===== src/rtl/pb_queue_ctrl.sv =====
// Packet buffer ring controller: ingress write addressing with commit/drop/abort,
// egress one-frame-at-a-time transmit scheduling with an inter-frame gap.
module pb_queue_ctrl #(
    parameter int unsigned PART_LEN_LOG2  = 10,
    parameter int unsigned QUEUE_LEN_LOG2 = 3,
    parameter int unsigned FRAME_LEN      = 1000,
    parameter int unsigned IFG_CYCLES     = 48
) (
    input  logic                                    clk,
    input  logic                                    rst,
    input  logic                                    wr_abort,
    input  logic                                    wr_en,
    input  logic [7:0]                              wr_data,
    output logic                                    ram_we,
    output logic [PART_LEN_LOG2+QUEUE_LEN_LOG2-1:0] ram_waddr,
    output logic [7:0]                              ram_win,
    output logic                                    tx_start,
    output logic [PART_LEN_LOG2+QUEUE_LEN_LOG2-1:0] tx_read_start,
    output logic [PART_LEN_LOG2+QUEUE_LEN_LOG2-1:0] tx_read_end,
    input  logic                                    tx_done,
    output logic                                    tx_active,
    output logic [QUEUE_LEN_LOG2-1:0]               count,
    output logic                                    empty,
    output logic                                    full,
    output logic [15:0]                             drop_cnt
);

    localparam int unsigned PW       = PART_LEN_LOG2;
    localparam int unsigned QW       = QUEUE_LEN_LOG2;
    localparam int unsigned AW       = PART_LEN_LOG2 + QUEUE_LEN_LOG2;
    localparam int unsigned DW       = 16;
    localparam int unsigned GW       = (IFG_CYCLES > 1) ? $clog2(IFG_CYCLES) : 1;
    localparam int unsigned GAP_LAST = (IFG_CYCLES > 0) ? IFG_CYCLES - 1 : 0;

    typedef enum logic [1:0] {
        S_IDLE,
        S_START,
        S_ACTIVE,
        S_GAP
    } state_t;

    state_t          state_q, state_d;
    logic [QW-1:0]   head_q, head_d;
    logic [QW-1:0]   tail_q, tail_d;
    logic [PW-1:0]   wr_cnt_q, wr_cnt_d;
    logic [DW-1:0]   drop_q, drop_d;
    logic [GW-1:0]   gap_q, gap_d;
    logic            tx_start_q, tx_start_d;
    logic            frame_last;

    // Write path is combinational so each byte lands in RAM on the cycle it arrives.
    assign ram_we     = wr_en & ~wr_abort & ~rst;
    assign ram_waddr  = {tail_q, wr_cnt_q};
    assign ram_win    = wr_data;
    assign frame_last = (wr_cnt_q == PW'(FRAME_LEN - 1));

    assign count = QW'(tail_q - head_q);
    assign empty = (head_q == tail_q);
    assign full  = (QW'(tail_q + QW'(1)) == head_q);

    assign tx_read_start = {head_q, PW'(0)};
    assign tx_read_end   = AW'(tx_read_start + AW'(FRAME_LEN));
    assign tx_start      = tx_start_q;
    assign tx_active     = (state_q == S_START) || (state_q == S_ACTIVE);
    assign drop_cnt      = drop_q;

    always_ff @(posedge clk) begin
        if (rst) begin
            state_q    <= S_IDLE;
            head_q     <= '0;
            tail_q     <= '0;
            wr_cnt_q   <= '0;
            drop_q     <= '0;
            gap_q      <= '0;
            tx_start_q <= 1'b0;
        end else begin
            state_q    <= state_d;
            head_q     <= head_d;
            tail_q     <= tail_d;
            wr_cnt_q   <= wr_cnt_d;
            drop_q     <= drop_d;
            gap_q      <= gap_d;
            tx_start_q <= tx_start_d;
        end
    end

    always_comb begin
        state_d    = state_q;
        head_d     = head_q;
        tail_d     = tail_q;
        wr_cnt_d   = wr_cnt_q;
        drop_d     = drop_q;
        gap_d      = gap_q;
        tx_start_d = (state_q == S_START);

        // Ingress: abort discards the partial frame; a full ring recycles the tail partition.
        if (wr_abort) begin
            wr_cnt_d = '0;
        end else if (wr_en) begin
            if (frame_last) begin
                wr_cnt_d = '0;
                if (!full) begin
                    tail_d = QW'(tail_q + QW'(1));
                end else if (drop_q != {DW{1'b1}}) begin
                    drop_d = DW'(drop_q + DW'(1));
                end
            end else begin
                wr_cnt_d = PW'(wr_cnt_q + PW'(1));
            end
        end

        // Egress scheduler
        case (state_q)
            S_IDLE: begin
                if (!empty) begin
                    state_d = S_START;
                end
            end
            S_START: begin
                state_d = S_ACTIVE;
            end
            S_ACTIVE: begin
                if (tx_done) begin
                    head_d = QW'(head_q + QW'(1));
                    gap_d  = '0;
                    state_d = (IFG_CYCLES == 0) ? S_IDLE : S_GAP;
                end
            end
            S_GAP: begin
                if (gap_q == GW'(GAP_LAST)) begin
                    gap_d   = '0;
                    state_d = S_IDLE;
                end else begin
                    gap_d = GW'(gap_q + GW'(1));
                end
            end
            default: begin
                state_d = S_IDLE;
            end
        endcase
    end

endmodule

===== config.mk =====
export PLATFORM = sky130hd
export DESIGN_NAME = pb_queue_ctrl
export DESIGN_NICKNAME = d
export VERILOG_FILES = /design/src/rtl/pb_queue_ctrl.sv
export SDC_FILE = /design/constraint.sdc
export NUM_CORES = 1
export LEC_CHECK = 0
export CAP_MARGIN = 20
export CORE_ASPECT_RATIO = 0.9
export CORE_MARGIN = 4
export CORE_UTILIZATION = 50
export CTS_BUF_LIST = sky130_fd_sc_hd__clkbuf_4 sky130_fd_sc_hd__clkbuf_8
export CTS_CLUSTER_SIZE = 25
export DETAILED_ROUTE_END_ITERATION = 16
export PLACE_DENSITY_LB_ADDON = 0.08
export SKIP_LAST_GASP = 1
export SLEW_MARGIN = 20
export SYNTH_ARGS = -nofsm -noshare
export SYNTH_HDL_FRONTEND = slang
export SYNTH_SLANG_ARGS = --single-unit

===== constraint.sdc =====
create_clock -name clk -period 3.1 [get_ports clk]
set_input_delay 0.465 -clock clk [delete_from_list [all_inputs] [get_ports clk]]
set_output_delay 0.465 -clock clk [all_outputs]
set_load 0.05 [all_outputs]

After elaboration in Yosys (flattened, before gate mapping). Cells that the tools add are included.

Div/mod/pow operators: 0. Mux-type cells: 8. Equal/unequal tests: 11. Multiply operators: 0. Shift operators: 0. Reductions and logical operators: 9. Bitwise gates (word level): 5. $add $sub $neg: 7. $lt $le $gt $ge: 0.

Operators with widths (count): 16-bit by 1-bit adder with 16-bit output, second input constant (1); 16-bit inequality test, second input constant (1); 13-bit by 10-bit adder with 13-bit output, second input constant (1); 6-bit 2-to-1 mux (2); 6-bit one-hot mux with 2 select lines (1); 10-bit by 1-bit adder with 10-bit output, second input constant (1); 10-bit equality test, second input constant (1); 10-bit 2-to-1 mux (1); 2-bit one-hot mux with 4 select lines (1); 3-bit by 1-bit adder with 3-bit output, second input constant (2); 6-bit by 1-bit adder with 6-bit output, second input constant (1); 3-bit equality test (2); 6-bit equality test, second input constant (1); 2-bit 2-to-1 mux (3); 2-bit inequality test, second input constant (3); 5-bit AND reduction (1); 2-bit equality test, second input constant (2); 2-bit AND reduction (2); 4-bit AND reduction (1); 1-bit inverter (3); 3-bit AND reduction (1); 3-bit subtractor (1); 1-bit AND (2); 2-bit by 1-bit equality test with 1-bit output, second input constant (1); other kinds (4) (4).

Bits in writable memories: 0. Word-level logic and storage cells: 47. Memories: 0. Input bits: 13. Register bits after elaboration: 41. Bits in latches: 0. ROM bits: 0.

Longest topological paths before layout. Gate-level depths: netlist of the first run.

Depth after elaboration: 4. Mapped depth: 8. Mapped depth without buffers: 7.

Worst setup path before layout of the first run. No wires, ideal clock.

Path type: flip-flop to output port. From: register tail_q[0]. To: output port full. Stages on the path, launching flop included: 7. Arrival: 2.344 ns. Setup slack: 0.291 ns. Cell sequence: dfxtp_1 -> inv_1 -> ha_1 -> inv_1 -> nand3_1 -> clkbuf_1 -> inv_1.

Longest elaborated chain between the ends: 2.

RTL lines: from (decl) (RTL line 44) `logic [QW-1:0] tail_q, tail_d;`; from (signal assigned) (RTL line 79) `tail_q <= tail_d;`; 3-bit by 1-bit adder with 3-bit output (RTL line 59) `assign full = (QW'(tail_q + QW'(1)) == head_q);`; 3-bit equality test (RTL line 59); to (decl) (RTL line 24) `output logic full,`.

Every way passes these cells.

Worst setup path after layout of the first run.
From: register head_q[0]. To: output port count[2].

Longest elaborated chain between the ends: 1.

RTL lines: from (decl) (RTL line 43) `logic [QW-1:0] head_q, head_d;`; from (signal assigned) (RTL line 70) `head_q <= '0;`; from (signal assigned) (RTL line 78) `head_q <= head_d;`; 3-bit subtractor (RTL line 57) `assign count = QW'(tail_q - head_q);`; to (decl) (RTL line 22) `output logic [QUEUE_LEN_LOG2-1:0] count,`.

Every way passes these cells.

==> results of run 1 <==
-- layout make-up --
| class | instances | area, µm² |
|---|---|---|
| Inverter | 9 | 33.78 |
| Clock buffer | 7 | 90.09 |
| Multi-Input combinational cell | 199 | 1330 |
| Tap cell | 62 | 77.57 |
| Sequential cell | 41 | 820.8 |
| Fill cell | 425 | 1640 |
| Timing Repair Buffer | 53 | 525.5 |
-- synth_stat cells (2+ instances only) --
| master | instances | area [µm²] |
|---|---|---|
| buf_4 | 31 | 232.7 |
| nor4_2 | 3 | 37.54 |
| nor2_1 | 32 | 120.1 |
| conb_1 | 2 | 7.510 |
| xor2_1 | 13 | 113.9 |
| clkbuf_1 | 4 | 15.01 |
| nor4_1 | 3 | 18.77 |
| nand4b_1 | 3 | 26.28 |
| ha_1 | 12 | 150.1 |
| mux2_2 | 2 | 22.52 |
| nand4_1 | 9 | 56.30 |
| nor3_1 | 5 | 25.02 |
| nand3_1 | 14 | 70.07 |
| inv_1 | 9 | 33.78 |
| nand2_1 | 13 | 48.80 |
| nor2b_1 | 4 | 25.02 |
| xnor2_1 | 14 | 122.6 |
| mux2i_1 | 3 | 30.03 |
| or3_1 | 3 | 18.77 |
| dfxtp_1 | 41 | 820.8 |
| and3_1 | 9 | 56.30 |
| o21ai_0 | 6 | 30.03 |
| a21oi_1 | 8 | 40.04 |
| buf_2 | 2 | 10.01 |
-- worst max-delay path: stages (launching register included) --
cell	delay, ps
dfxtp_1	420
ha_1	180
inv_1	50
fa_1	370
xor2_1	160
clkdlybuf4s50_1	810
-- state kept, by name (all words and copies together), names as in the netlist --
signal    count
drop_cnt     16
gap_q         6
head_q        3
state_q       2
tail_q        3
tx_start      1
wr_cnt_q     10
-- through the flow --
step / instance area [µm²] / power, mW / util [%]
2_1_floorplan: 2442 / 0.8260 / -
3_3_place_gp: 2788 / 0.8391 / 61.70
3_5_place_dp: 2788 / 0.8420 / 61.70
4_1_cts: 2878 / 1.201 / 63.69
5_1_grt: 2878 / 1.247 / 63.69
6_report: 2878 / 1.190 / 63.69
-- layer usage --
layer / GRT usage [%] / vias up / part of all wire [%]
met3: 5.025 / 6 / 6.1
li1: - / 955 / -
met5: 0 / - / 0
met4: 7.692 / 0 / 1.4
met1: 22.47 / 877 / 50
met2: 26.10 / 49 / 43
-- path summary, 6_finish.rpt --
path                                                  to  slack (ps)
worst max-delay path                            count[2]         350
worst min-delay path               gap_q[5]$_SDFFE_PP0P_         520
worst max register to register  drop_cnt[7]$_SDFFE_PP0P_         660
worst min register to register     gap_q[5]$_SDFFE_PP0P_         520
-- logic make-up (layout without fill, tap and decap cells) --
family / count (synthesis) / after routing / synth area share [%]
and+or+nand+nor: 110 / 110 / 26.45
buffers and inverters: 46 / 69 / 12.28
DFF: 41 / 41 / 34.56
xor gates and xnor gates: 28 / 28 / 10.91
AOI/OAI and AO/OA: 22 / 22 / 5.638
adders and majority gates: 13 / 13 / 7.165
muxes: 6 / 6 / 2.687
other: 2 / 20 / 0.3162
-- where the power goes --
group | total (mW) | leakage (nW) | internal (mW) | switching, mW
clock network | 0.361 | 0.0477 | 0.186 | 0.175
logic | 0.275 | 0.685 | 0.0808 | 0.194
registers | 0.555 | 0.330 | 0.542 | 0.0131
==> flow_summary.toml, run 1 <==
[detailed_routing]
via_count = 1887
ant_nets = 0
drtIter0Drc = 60
wl_per_cell_um = 12.91
drt-vias-per-instance = 5.086
detail_route.first_pass.iterations = 4
drt_wl_total_um = 4790
drc = 0

[setup_path]
required_ps = 2630
startpoint = "head_q[0]$_SDFFE_PP0P_"
r2r_cells = 6
critPathKind = "reg -> out"
r2r_start = "wr_cnt_q[0]$_SDFFE_PP0P_"
critPathMaxFanout = 5
cp.arrival_ps = 2280
startpoint_type = "flop"
critPathCaptureType = "primary output"

[timing]
finalSetupViolCount = 0
fin_hold_ws_ps = 515.7
fin_ws_ps = 355.0
slew_violations = 0
tns_ps = 0
relSlewSlack_pct = 63.69
hold_viol_final = 0
post-route-period-util_pct = 88.55
worstMarginPinSlew_ps = 540.5
finClkSkew_ps = 4.923
grt_setup_unrepaired = "no"
fmax_mhz = 364.3
post-route-min-period_ps = 2745

[final_layout]
drive_above_1_share_pct = 8.414
layout.nets = 335
area_delta_synth_final_pct = 21.18
antenna-diode-count = 0
layout_common_cells = "clkdlybuf4s50_1, dfxtp_1, nor2_1, conb_1"
final_common_cell = "clkdlybuf4s50_1"
fin_cells = 371

[global_route]
antenna_found_initial = 0
gr-total-overflow = 0
grt_use_total_pct = 17.14
grt_pass1_vias = 1757
grt_pass1_wl_um = 7941
grt_max_degree = 31

[clock_network]
postCtsResizedCells = 0
cts.hold.buffers_added = 0
clk_latency_ps = 290
cts_buffer_depth = 2
clk_transition_reported_paths_ps = 80
h-tree-depth = 2
cts_made_buffers = 5
clock-root-buffer = "clkbuf_8"
post_cts_buffers = 0
clock-sinks = 41
cts_tree = "yes"

[floorplan]
rows = 23
boundaryPins = 84
die_area_um2 = 5918
die_h_um = 73.38
initial_core_util_pct = 52.56
die_w_um = 80.65
coreArea_um2 = 4518

[power]
p_per_area_nw_per_um2 = 413.5
vdd_drop_max_uv = 318.4
p_leak_nw = 1.063

[synthesis]
synth_edf_count = 0
synthCells = 268
avgSynthCellArea_um2 = 8.861
async_flop_share_pct = 0
synth_flop_cell = "dfxtp_1"
synth_warnings = 0
synth_area_um2 = 2375
synth_cell_types = 47
yosys_register_bits = 41
yosysSeqAreaShare_pct = 34.56

[min_path]
hp-start = "gap_q[5]$_SDFFE_PP0P_"
hold_depth = 2
hold_path_class = "reg -> reg"

[run]
cap_violations = 0

[run_status]
outcome = "complete, no violations"

[placement]
placedCellCount = 364
dp_hpwl_um = 3541
port_buffers = 47
gp_congestion = 0.8024
place_ws_ps = 388.5
Note: power is estimated with default switching activity, not from simulation.
==> run 2: changes to the inputs <==
- RECOVER_POWER: unset -> 100
==> flow_summary.toml, run 2 (synthesis gave the netlist of run 1 again) <==
[run_status]
outcome = "complete, no violations"

[setup_path]
cp_num_buf_inv = 2
cpMaxStageDelayCell = "dlygate4sd3_1"
crit_family = "buffers and inverters"
startpoint_type = "flop"
required_ps = 2630
path_cells = "ha_1, inv_1, fa_1, xor2_1, dlygate4sd3_1"
critPathKind = "reg -> out"
cp.arrival_ps = 2320
critPathMaxFanout = 5
critPathCaptureType = "primary output"
max_stage_delay_ps = 880

[global_route]
grt_max_degree = 31
grt_use_total_pct = 17.14
grt_pass1_wl_um = 7941
grt_pass1_vias = 1757
gr-total-overflow = 0
antenna_found_initial = 0

[floorplan]
initial_core_util_pct = 52.56
rows = 23
die_area_um2 = 5918
die_w_um = 80.65
coreArea_um2 = 4518
boundaryPins = 84
die_h_um = 73.38

[timing]
relSlewSlack_pct = 12.08
tns_ps = 0
slew_violations = 0
finClkSkew_ps = 4.679
worstMarginPinSlew_ps = 1319
hold_viol_final = 0
post-route-period-util_pct = 89.92
fmax_mhz = 358.7
post-route-min-period_ps = 2788
finalSetupViolCount = 0
grt_setup_unrepaired = "no"

[clock_network]
cts_made_buffers = 5
post_cts_buffers = 0
clk_latency_ps = 290
clock-sinks = 41
h-tree-depth = 2
clk_transition_reported_paths_ps = 80
cts_buffer_depth = 2
postCtsResizedCells = 0
cts_tree = "yes"
clock-root-buffer = "clkbuf_8"
cts.hold.buffers_added = 0

[final_layout]
drive_above_1_share_pct = 6.149
layout_common_cells = "dlygate4sd3_1, dfxtp_1, nor2_1, conb_1"
largest_register_ff_count = 16
postLayoutCellArea_um2 = 2838
fin_util_pct = 62.81
area_delta_synth_final_pct = 19.49
nFillCells = 430
layout.nets = 335
final_common_cell = "dlygate4sd3_1"
antenna-diode-count = 0
fin_cells = 371

[placement]
dp_hpwl_um = 3541
placedCellCount = 364
port_buffers = 47
gp_congestion = 0.8024
dpl_cell_area_um2 = 2788

[run]
cap_violations = 0

[detailed_routing]
drc = 0
ant_nets = 0
detail_route.first_pass.iterations = 4
drtIter0Drc = 70
wl_per_cell_um = 12.88
drt-vias-per-instance = 5.135
drt_wl_total_um = 4779
via_count = 1905

[power]
vdd_drop_max_uv = 318.3
p_per_area_nw_per_um2 = 415.2
p_leak_nw = 1.190
finalPower_mw = 1.178

[min_path]
hold_path_class = "reg -> reg"
-- run 2: cell types whose count changed in the layout (fill, tap and decap cells not counted), moves of 3 or more --
cell | previous run | this run
clkbuf_1 | 0 | 3
dlygate4sd3_1 | 0 | 44
buf_4 | 6 | 3
clkdlybuf4s50_1 | 46 | 2
-- run 2: power by group --
part           switching [mW]  internal [mW]  leakage [nW]
clock network           0.174          0.185        0.0477
logic                   0.192         0.0717         0.812
registers              0.0128          0.542         0.330
-- run 2: final timing paths --
check | slack (ps) | startpoint | cells past startpoint | end
setup / recovery | 310 | head_q[0]$_SDFFE_PP0P_ | 5 | count[2]
hold reg to reg | 520 | gap_q[5]$_SDFFE_PP0P_ | 2 | gap_q[5]$_SDFFE_PP0P_
hold / removal | 520 | gap_q[5]$_SDFFE_PP0P_ | 2 | gap_q[5]$_SDFFE_PP0P_
setup reg to reg | 500 | wr_cnt_q[0]$_SDFFE_PP0P_ | 6 | drop_cnt[7]$_SDFFE_PP0P_
-- run 2: cell type report --
cell class,instances,area (µm²),share of cell area (%)
Multi-Input combinational cell,199,1301,45.86
Sequential cell,41,820.8,28.92
Timing Repair Buffer,53,514.2,18.12
Clock buffer,7,90.09,3.175
Tap cell,62,77.57,2.734
Inverter,9,33.78,1.190
-- run 2: stage by stage --
step	hold slack [ps]	worst slack (ps)
global route	559.8	149.4
floorplan	479.5	290.7
global placement	497.0	433.0
finish	515.7	312.3
CTS	518.4	325.3
detailed placement	500.6	388.5
-- run 2: worst min-delay path, stage by stage (launching register included) --
cell	delay (ps)
dfxtp_1	340
xor2_1	70
nor2_1	70
-- run 2: metal layers --
metal | up-vias | global-route usage [%] | routed length, µm
met5 | - | 0 | 0
met4 | 0 | 7.692 | 87
met3 | 9 | 5.025 | 291
met2 | 50 | 26.10 | 2032
met1 | 892 | 22.47 | 2367
li1 | 954 | - | -
==> run 3: changes to the inputs <==
- CORE_UTILIZATION: 50 -> 42
- clock period: 3.1 -> 2.45 ns (I/O delays scaled with it)
==> flow_summary.toml, run 3 (synthesis gave the netlist of run 1 again) <==
[min_path]
hold_path_class = "reg -> reg"

[setup_path]
max_stage_delay_ps = 810
critPathCaptureType = "primary output"
critPathKind = "reg -> out"
path_cells = "inv_1, ha_1, clkinvlp_2, clkdlybuf4s50_1"
cp.arrival_ps = 2000
cpMaxStageDelayCell = "clkdlybuf4s50_1"
startpoint_type = "flop"
critPathMaxFanout = 3
required_ps = 2080

[clock_network]
clock-root-buffer = "clkbuf_8"
clock-sinks = 41
postCtsResizedCells = 1
cts.hold.buffers_added = 0
post_cts_buffers = 0
cts_buffer_depth = 2
clk_transition_reported_paths_ps = 80
cts_made_buffers = 5
clk_latency_ps = 300
h-tree-depth = 2
cts_tree = "yes"

[detailed_routing]
drtIter0Drc = 71
drt_wl_total_um = 4989
ant_nets = 0
wl_per_cell_um = 13.09
drc = 0
drt-vias-per-instance = 4.937
via_count = 1881
detail_route.first_pass.iterations = 4

[final_layout]
nFillCells = 519
area_delta_synth_final_pct = 23.55
largest_register_ff_count = 16
layout_common_cells = "dlygate4sd3_1, dfxtp_1, nor2_1, conb_1, xnor2_1"
antenna-diode-count = 0
layout.nets = 339
final_common_cell = "dlygate4sd3_1"
drive_above_1_share_pct = 11.15

[timing]
tns_ps = 0
relSlewSlack_pct = 60.41
slew_violations = 0
worstMarginPinSlew_ps = 589.4
fmax_mhz = 423.1
post-route-period-util_pct = 96.47
finClkSkew_ps = 7.155
fin_ws_ps = 86.53
post-route-min-period_ps = 2363
fin_hold_ws_ps = 518.7
grt_setup_unrepaired = "no"
finalSetupViolCount = 0
hold_viol_final = 0

[run]
cap_violations = 0

[run_status]
outcome = "complete, no violations"

[power]
p_per_area_nw_per_um2 = 555.1
vdd_drop_max_uv = 339.0
p_leak_nw = 1.218

[global_route]
grt_use_total_pct = 15.14
grt_pass1_wl_um = 8376
antenna_found_initial = 0
gr-total-overflow = 0
grt_max_degree = 31
grt_pass1_vias = 1721

[floorplan]
die_h_um = 79.34
die_w_um = 87.26
initial_core_util_pct = 44.14
boundaryPins = 84
coreArea_um2 = 5380
rows = 25
die_area_um2 = 6923

[placement]
place_ws_ps = -40.23
dp_hpwl_um = 3681
port_buffers = 47
gp_congestion = 0.7393
## run 3: cell count changes in the layout (fill, tap and decap cells not counted), sizes merged
cell	change
dlygate4sd3	-7
clkinvlp	+1
clkdlybuf4s50	+3
buf	+3
clkbuf	+5
bufinv	+1
inv	-1
## run 3: through the flow
stage,area (µm²),util [%],instances,power (mW)
after floorplan,2462,-,286,1.047
after global placement,2846,52.91,373,1.069
after detailed placement,2846,52.91,373,1.070
after CTS,2972,55.23,381,1.657
after global routing,2934,54.53,381,1.704
final,2934,54.53,381,1.629
## run 3: cell type report
cell class | count | area [µm²] | area share, %
flip-flops and latches | 41 | 828.3 | 28.23
repair buffers | 57 | 526.8 | 17.95
inverters | 9 | 35.03 | 1.194
clock inverters | 1 | 30.03 | 1.023
clock buffers | 7 | 90.09 | 3.070
multi-input cells | 199 | 1340 | 45.67
well taps | 67 | 83.83 | 2.857
## run 3: report_power, final
group	total [mW]	switching [mW]	internal [mW]
logic	0.341	0.245	0.0958
clock network	0.586	0.243	0.344
registers	0.702	0.0161	0.686
total	1.63	0.504	1.13
## run 3: worst paths after layout
path | from | to | depth (start not counted) | slack [ps]
hold / removal | wr_cnt_q[9]$_SDFFE_PP0P_ | wr_cnt_q[9]$_SDFFE_PP0P_ | 2 | 520
hold reg to reg | wr_cnt_q[9]$_SDFFE_PP0P_ | wr_cnt_q[9]$_SDFFE_PP0P_ | 2 | 520
setup / recovery | tail_q[0]$_SDFFE_PP0P_ | count[0] | 4 | 90
setup reg to reg | wr_cnt_q[0]$_SDFFE_PP0P_ | drop_cnt[7]$_SDFFE_PP0P_ | 6 | 170
## run 3: layer usage
layer,GRT usage [%],share of wire [%],wire length (µm),up-vias
li1,-,-,-,967
met1,21.18,49,2433,854
met2,22.36,43,2163,53
met3,3.838,6.6,329,7
met4,5.368,1.3,63,0
met5,0,0,0,-
## run 3: critical path, delay by kind of cell, from the launching register on
kind	cells	cell delay [ps]
fa+ha+maj	1	340
flops	1	340
buf+inv	3	1010
